## src/rtl/conv3x3_stream.sv

```systemverilog
// Streaming 3x3 convolution: two line buffers, loadable signed kernel,
// shift-normalise and saturate, valid/ready on both sides.
module conv3x3_stream #(
  parameter int DW    = 8,
  parameter int KW    = 8,
  parameter int OW    = 20,
  parameter int IMG_W = 128,
  parameter int IMG_H = 128,
  parameter int SHIFT = 4
) (
  input  logic            clk,
  input  logic            rst,
  input  logic            start,
  input  logic [9*KW-1:0] kernel,
  input  logic            in_valid,
  output logic            in_ready,
  input  logic [DW-1:0]   in_data,
  output logic            out_valid,
  input  logic            out_ready,
  output logic [OW-1:0]   out_data,
  output logic            busy,
  output logic            done
);

  localparam int PW = DW + KW + 1;
  localparam int SW = DW + KW + 5;
  localparam int XW = ((SW > OW) ? SW : OW) + 1;
  localparam int CW = $clog2(IMG_W);
  localparam int RW = $clog2(IMG_H);
  localparam logic signed [XW-1:0] OMAX =
    {{(XW-OW){1'b0}}, {OW{1'b1}}};

  typedef enum logic [1:0] {
    IDLE,
    RUN,
    DRAIN,
    FIN
  } state_e;

  state_e state_q, state_d;

  logic [CW-1:0] col_q;
  logic [RW-1:0] row_q;
  logic signed [KW-1:0] kern_q [9];
  logic [DW-1:0] lb0_q [IMG_W];
  logic [DW-1:0] lb1_q [IMG_W];
  logic [DW-1:0] win_q [3][3];
  logic signed [PW-1:0] prod_q [9];
  logic v0_q, v1_q, ov_q;
  logic [OW-1:0] od_q;

  logic stall, acc, start_ok, last_px, win_ok;
  logic signed [SW-1:0] sum, shr;
  logic signed [XW-1:0] shx;
  logic [OW-1:0] sat;

  assign stall    = ov_q & ~out_ready;
  assign in_ready = (state_q == RUN) & ~stall;
  assign acc      = in_valid & in_ready;
  assign start_ok = start & (state_q == IDLE);
  assign last_px  = (row_q == RW'(IMG_H-1))
                  & (col_q == CW'(IMG_W-1));
  assign win_ok   = (row_q >= RW'(2))
                  & (col_q >= CW'(2));

  assign out_valid = ov_q;
  assign out_data  = od_q;

  always_ff @(posedge clk) begin
    if (rst) state_q <= IDLE;
    else     state_q <= state_d;
  end

  always_comb begin
    state_d = state_q;
    busy    = 1'b0;
    done    = 1'b0;
    unique case (state_q)
      IDLE: begin
        if (start) state_d = RUN;
      end
      RUN: begin
        busy = 1'b1;
        if (acc && last_px) state_d = DRAIN;
      end
      DRAIN: begin
        busy = 1'b1;
        if (!v0_q && !v1_q && (!ov_q || out_ready))
          state_d = FIN;
      end
      FIN: begin
        done    = 1'b1;
        state_d = IDLE;
      end
      default: state_d = IDLE;
    endcase
  end

  always_ff @(posedge clk) begin
    if (rst) begin
      col_q <= '0;
      row_q <= '0;
      for (int i = 0; i < 9; i++) kern_q[i] <= '0;
    end else if (start_ok) begin
      col_q <= '0;
      row_q <= '0;
      for (int i = 0; i < 9; i++)
        kern_q[i] <= kernel[(9-i)*KW-1 -: KW];
    end else if (acc) begin
      if (col_q == CW'(IMG_W-1)) begin
        col_q <= '0;
        row_q <= last_px ? '0 : row_q + RW'(1);
      end else begin
        col_q <= col_q + CW'(1);
      end
    end
  end

  // lb0 holds the previous row, lb1 the one before it
  always_ff @(posedge clk) begin
    if (acc) begin
      lb0_q[col_q] <= in_data;
      lb1_q[col_q] <= lb0_q[col_q];
    end
  end

  always_ff @(posedge clk) begin
    if (acc) begin
      for (int r = 0; r < 3; r++) begin
        win_q[r][0] <= win_q[r][1];
        win_q[r][1] <= win_q[r][2];
      end
      win_q[0][2] <= lb1_q[col_q];
      win_q[1][2] <= lb0_q[col_q];
      win_q[2][2] <= in_data;
    end
    if (!stall) begin
      for (int r = 0; r < 3; r++)
        for (int c = 0; c < 3; c++)
          prod_q[r*3+c] <= PW'(
            $signed({1'b0, win_q[r][c]}) * kern_q[r*3+c]);
    end
  end

  always_comb begin
    sum = '0;
    for (int i = 0; i < 9; i++)
      sum = sum + SW'(prod_q[i]);
    shr = sum >>> SHIFT;
    shx = XW'(shr);
    if (shx[XW-1])      sat = '0;
    else if (shx > OMAX) sat = '1;
    else                sat = shx[OW-1:0];
  end

  always_ff @(posedge clk) begin
    if (rst) begin
      v0_q <= 1'b0;
      v1_q <= 1'b0;
      ov_q <= 1'b0;
      od_q <= '0;
    end else if (!stall) begin
      v0_q <= acc & win_ok;
      v1_q <= v0_q;
      ov_q <= v1_q;
      if (v1_q) od_q <= sat;
    end
  end

endmodule

```

## config.mk

```make
export PLATFORM = sky130hd
export DESIGN_NAME = conv3x3_stream
export DESIGN_NICKNAME = d
export VERILOG_FILES = /design/src/rtl/conv3x3_stream.sv
export SDC_FILE = /design/constraint.sdc
export NUM_CORES = 2
export LEC_CHECK = 0
export ABC_AREA = 1
export BUFFER_PORTS_ARGS = -buffer_cell sky130_fd_sc_hd__clkbuf_2
export CAP_MARGIN = 20
export CORE_MARGIN = 5
export CORE_UTILIZATION = 40
export CTS_BUF_LIST = sky130_fd_sc_hd__clkbuf_2
export CTS_CLUSTER_SIZE = 10
export DETAILED_ROUTE_END_ITERATION = 16
export SLEW_MARGIN = 20
export SYNTH_ARGS = -nofsm -noshare
export SYNTH_HDL_FRONTEND = slang
export SYNTH_SLANG_ARGS = --single-unit
```

## constraint.sdc

```tcl
create_clock -name clk -period 14.9 [get_ports clk]
set_input_delay 2.98 -clock clk [delete_from_list [all_inputs] [get_ports clk]]
set_output_delay 2.98 -clock clk [all_outputs]
set_load 0.005 [all_outputs]
```

Word level (Yosys, flattened, before mapping)
Memory sizes are Yosys's and may differ from the RTL's. A register that Yosys moved wholly into a read port is not among the register bits.
Cells that the tools add are included.

word-level totals
  register bits after elaboration = 39
  bits in writable memories = 2345
  bits of input ports = 85
  logic and storage cells = 104
  memories = 5

memories
  name    words  width  rd ports  clocked after memory_dff  write ports  line  text
  lb0_q   128    8      1         1                         1            45    logic [DW-1:0] lb0_q [IMG_W];
  lb1_q   128    8      1         1                         1            46    logic [DW-1:0] lb1_q [IMG_W];
  prod_q  9      17     9         0                         9            48    logic signed [PW-1:0] prod_q [9];
  kern_q  9      8      9         0                         9            44    logic signed [KW-1:0] kern_q [9];
  win_q   3      24     3         0                         3            47    logic [DW-1:0] win_q [3][3];

cells by class
  add/sub/neg operators = 10
  multiply operators = 9
  $lt $le $gt $ge = 3
  equality and inequality tests = 8
  mux-type cells = 31
  bitwise operators = 18
  reductions and logical operators = 13

operator list
  kind                    number
  $mul A9 B8 Y17          9
  $add A21 B17 Y21        4
  $mux W8                 9
  $mux W7                 6
  $mux W20                2
  $add A20 B17 Y21        1
  $gt A17 B21 Y1 const B  1
  $add A19 B17 Y20        1
  $add A18 B17 Y19        1
  $add A17 B17 Y18        1
  $add A7 B1 Y7 const B   2
  $eq A7 B7 Y1 const B    2
  $ge A7 B2 Y1 const B    2
  $mux W1                 10
  $or A1 B1 Y1            9
  $pmux W2 S4             1
  $and A1 B1 Y1           7
  $mux W2                 3
  $eq A2 B2 Y1 const B    2
  $ne A2 B2 Y1 const B    2
  $reduce_and A2 Y1       2
  $reduce_or A2 Y1        2
  $logic_and A1 B1 Y1     3
  $logic_not A1 Y1        3
  other kinds (6)         7

Longest topological paths before layout
  depth after elaboration = 11
  gate-level depth with buffers = 22

Least setup slack after synthesis
No wires, ideal clock.

  path kind = input to register
  start = input port out_ready
  end = register state_q[0]
  setup time = 0.134 ns
  arrival = 6.655 ns
  required time = 14.766 ns
  setup slack = 8.111 ns
  stages = 7
  path through = nor2_2 -> inv_1 -> nand2_1 -> a22oi_1 -> nand2_1 -> nor3_1 -> a211oi_1

between the ends
  cells in the longest elaborated chain, start to end = 8
  elaborated cells between the ends (all ways) = 11
  those cells by class = 2 x eq/ne; 5 x bitwise; 4 x reduce/logical

ends and longest elaborated chain
  what                           line  text
  start, declared                19    input logic out_ready,
  $not A1 Y1                     57    assign stall = ov_q & ~out_ready;
  $and A1 B1 Y1                  57
  $not A1 Y1 (no line)           n/a
  $and A1 B1 Y1                  58    assign in_ready = (state_q == RUN) & ~stall;
  $and A1 B1 Y1                  59    assign acc = in_valid & in_ready;
  $logic_and A1 B1 Y1            84    if (acc && last_px) state_d = DRAIN;
  $ne A2 B1 Y1 (no line)         n/a
  $reduce_and A3 Y1 (no line) *  n/a
  end signal, assigned           71    else state_q <= state_d;
  end, declared                  40    state_e state_q, state_d;

Mark *: on every way between the ends. The rest lies on a longest branch, timed or not.
A chain may end at the register's enable or synchronous reset.

==> results.txt <==
Among all flip-flop cells after synthesis, the most frequent one is edfxtp_1. The first-pass GRT wire length is slightly below 500000 um. The floorplan step defined a core boundary enclosing between 200000 and 300000 um2. Walking the worst path, the cells encountered are buf_4 -> buf_4 -> buf_4 -> buf_12 -> o21ai_0 -> o22ai_1 -> nand2_1 -> nand3_1 -> nand3_1 -> nand3_1 -> nand3_1 -> nand2_4 -> buf_4. The synthesis warning total came out at 0. The power consumption is 0.0275 W. The share of final-layout standard cells stronger than drive strength 1 came out at 12.0%.

The TritonCTS buffer count came out at 610. The worst path in the final design needs a cycle of around 6.9 ns, including I/O delays and setup. The register bit total from synthesis came out at 2388. For this run, the total global-route usage over all layers was measured as 20.6%. The final net count is 11400. The die covers 302000 um2. The die is 549 um wide. The die is 549 um tall. The worst-case vdd ir drop is 0.903 mV.

The count of cell types in the netlist is 44. The latest clock arrival within the worst-skew pair came out at between 2 and 2.5 ns. The synthesized instance count is 10200. Detailed routing inserted a total of 78800 vias.

The path type of the worst min-delay path is reg2reg. Among all cell types in the netlist, the one instantiated most often is edfxtp_1. The worst path uses 46.5% of the clock period.

The pin count of the biggest net entering global routing came out at about 200. The largest clock skew in the final design came out at 0.263 ns. Clock tree synthesis selected as its root buffer the cell clkbuf_2.

During I/O placement, the number of pins put on the boundary was 109. The met2 layer usage reported by global route came out at between 30% and 40%. The number of rows created at floorplan is approximately 200. The half-perimeter wire length after placement came out at about 190000 um. For this run the aggregate overflow at the end of global routing stands at 0.

Counting both buffers and inverters, the worst setup path holds a total of 5. The TritonCTS clock tree is done. In this run the worst path has a maximum fanout of about 180. In this run the most used layer during global routing was met2.

The via count of the first global-routing pass came out at slightly below 80000. The register area share after synthesis is 61.3%. The highest cell delay on the worst timing path came out at 0.92 ns. The data required time at the worst endpoint is between 15 and 20 ns. The per-cell routed wire length came out at 21.5 um. The worst setup path is of the reg2reg kind. The biggest area consumer among synthesized cells is edfxtp_1. STA classifies the critical path startpoint as a register. The initial cell density of the core is 40.1%.

Summed over all cells, the static leakage comes to 50.5 nW. The portion of synthesized cell area occupied by the leading cell type came out at 60.5%. The total power density per cell area is ~220 nW/um2. The mean cell area of the mapped netlist is about 11 um2. The max-slew violation count came out at 0. The number of resized instances in the post-cts repair step is 0. The via density per instance came out at 5.33. The first detailed-routing pass took 7 iterations.

The fraction of met1 tracks used by global routing is 27.7%. The worst-case headroom to the max-slew limit is 10.3%. In this design, the largest share of critical-path delay is due to buffers and inverters. The met3 demand-to-capacity share in global routing came out at 4.07%. Buffers placed on the I/O ports in this run total 108. The area growth from synthesis to layout is 8.56%. The final number of setup-violating endpoints is 0. The maximum count of clock buffers along a single path is 4. The final count of hold timing violations came out at 0.

STA classifies the critical path endpoint as a register. Yosys mapped a number of flops with a built-in enable equal to ~2300. The async set-reset flop share out of synthesis is 0%.

Ranked by instance count, the synthesized netlist is headed by edfxtp_1 (2345), nand2_1 (1323), nor2_1 (1280). The number of levels in the clock H-tree came out at 6. The buffers inserted during post-CTS setup optimization is 0. The end-of-flow core utilization is 43.5%.

Clock-pin slew was measured on the worst setup and hold paths at around 0.090 ns. The post-detailed-route DRC marker count is 0. The sum of routed wire length over all layers came out at between 300000 and 400000 um.

The timing-limited maximum frequency is 144 MHz. In the post-synthesis netlist, the biggest area contributors are edfxtp_1 (61%), fa_1 (7.8%), ha_1 (4.5%). The flow ran to the end, and the final reports show no timing, DRC or antenna violations. The final-layout setup total negative slack is 0 ns. The hold buffer count at CTS came out at 0. On the critical path, the stage with the largest delay is an instance of buf_4.

The routability congestion estimate is 0.891. The initial antenna violation count is 13. The first-iteration detailed-routing DRC count came out at 7910. After synthesis the cells add up to 116000 um2.

The number of antenna-violating nets in the routed design came out at 0. Counting every net in the synthesized netlist gives 11100. The actual slew at the worst max-slew pin is approximately 1.3 ns. The tool flagged a number of max-cap violations equal to 0. Setup repair after global routing left no endpoint under its margin. The number of sinks on the clock net came out at ~2400. STA puts the critical path data arrival time at 8.36 ns.
[tightest hold or removal path, stage by stage (launching register included)]
cell,delay [ns]
dfxtp_1,0.32
inv_1,0.06
a21oi_1,0.06
[per-layer routing]
metal | wire length (um) | vias to the layer above
met5 | 26 | -
met4 | 11200 | 4
met3 | 27100 | 609
met2 | 149000 | 3403
met1 | 131000 | 39000
li1 | - | 35800
[cell type report]
cell class | instances | area, um2
repair buffers | 305 | 2200
clock buffers | 822 | 4110
clock inverters | 205 | 1230
flip-flops and latches | 2388 | 71300
multi-input cells | 6030 | 38200
well taps | 3900 | 4880
fillers | 27200 | 164000
inverters | 1126 | 4290
diodes | 9 | 22.5
[state kept, by name, indices dropped and copies added, names as in the netlist, named ones only]
signal     flops
col_q          7
lb0_q       1024
lb1_q       1024
out_valid      1
kern_q        72
out_data      17
row_q          7
win_q         72
state_q        2
prod_q       153
v0_q           1
v1_q           1
[kinds of logic after synthesis]
family | share of synthesized area, %
simple gates | 11.6
flops | 61.3
compound gates | 8.11
buf+inv | 5.95
fa+ha+maj | 12.3
xor+xnor | 0.836
[metrics by stage]
stage          hold WS (ns)  instance area, um2  cells  setup WS (ns)
2_1_floorplan         0.424              116000  10200           8.11
3_3_place_gp          0.459              121000  13700           8.24
3_5_place_dp          0.463              121000  13700           8.12
4_1_cts               0.477              126000  14800           8.07
5_1_grt               0.491              126000  14800           7.53
6_report              0.477              126000  14800           7.98
[where the power goes]
part	switching (W)	leakage [nW]	total, W	internal (W)
sequential	0.000356	21.9	0.00847	0.00811
combinational	0.00953	24.6	0.0146	0.00509
clock	0.00272	3.99	0.00441	0.00169
[cells in the final DEF, fill, tap and decap left out, types with 10 or more instances in the layout]
cell           n
nand2_1     1315
edfxtp_1    2345
xnor2_1       19
o21ai_0      975
o21bai_1      11
nor3_1        15
a21oi_1      143
nand3_1      590
a31oi_1       19
xor2_1        92
clkinv_4      13
o21ai_1       75
nand4_1       28
o22ai_1      496
inv_1       1117
clkinv_1     127
clkinv_2      24
inv_2         10
or2_2         56
inv_6         11
bufinv_16     10
fa_1         454
ha_1         414
buf_4        187
clkinvlp_4    12
clkbuf_2     922
nor2_1      1273
dfxtp_1       37
[final timing paths]
path	start	endpoint	slack, ns	cells after the start
worst max-delay path	register	lb1_q[30][0]$_DFFE_PP_	7.98	13
worst max register to register	register	lb1_q[30][0]$_DFFE_PP_	7.98	13
worst min register to register	row_q[6]$_SDFFE_PP0P_	row_q[6]$_SDFFE_PP0P_	0.48	2
worst min-delay path	row_q[6]$_SDFFE_PP0P_	row_q[6]$_SDFFE_PP0P_	0.48	2
Note: power is estimated with default switching activity, not from simulation.
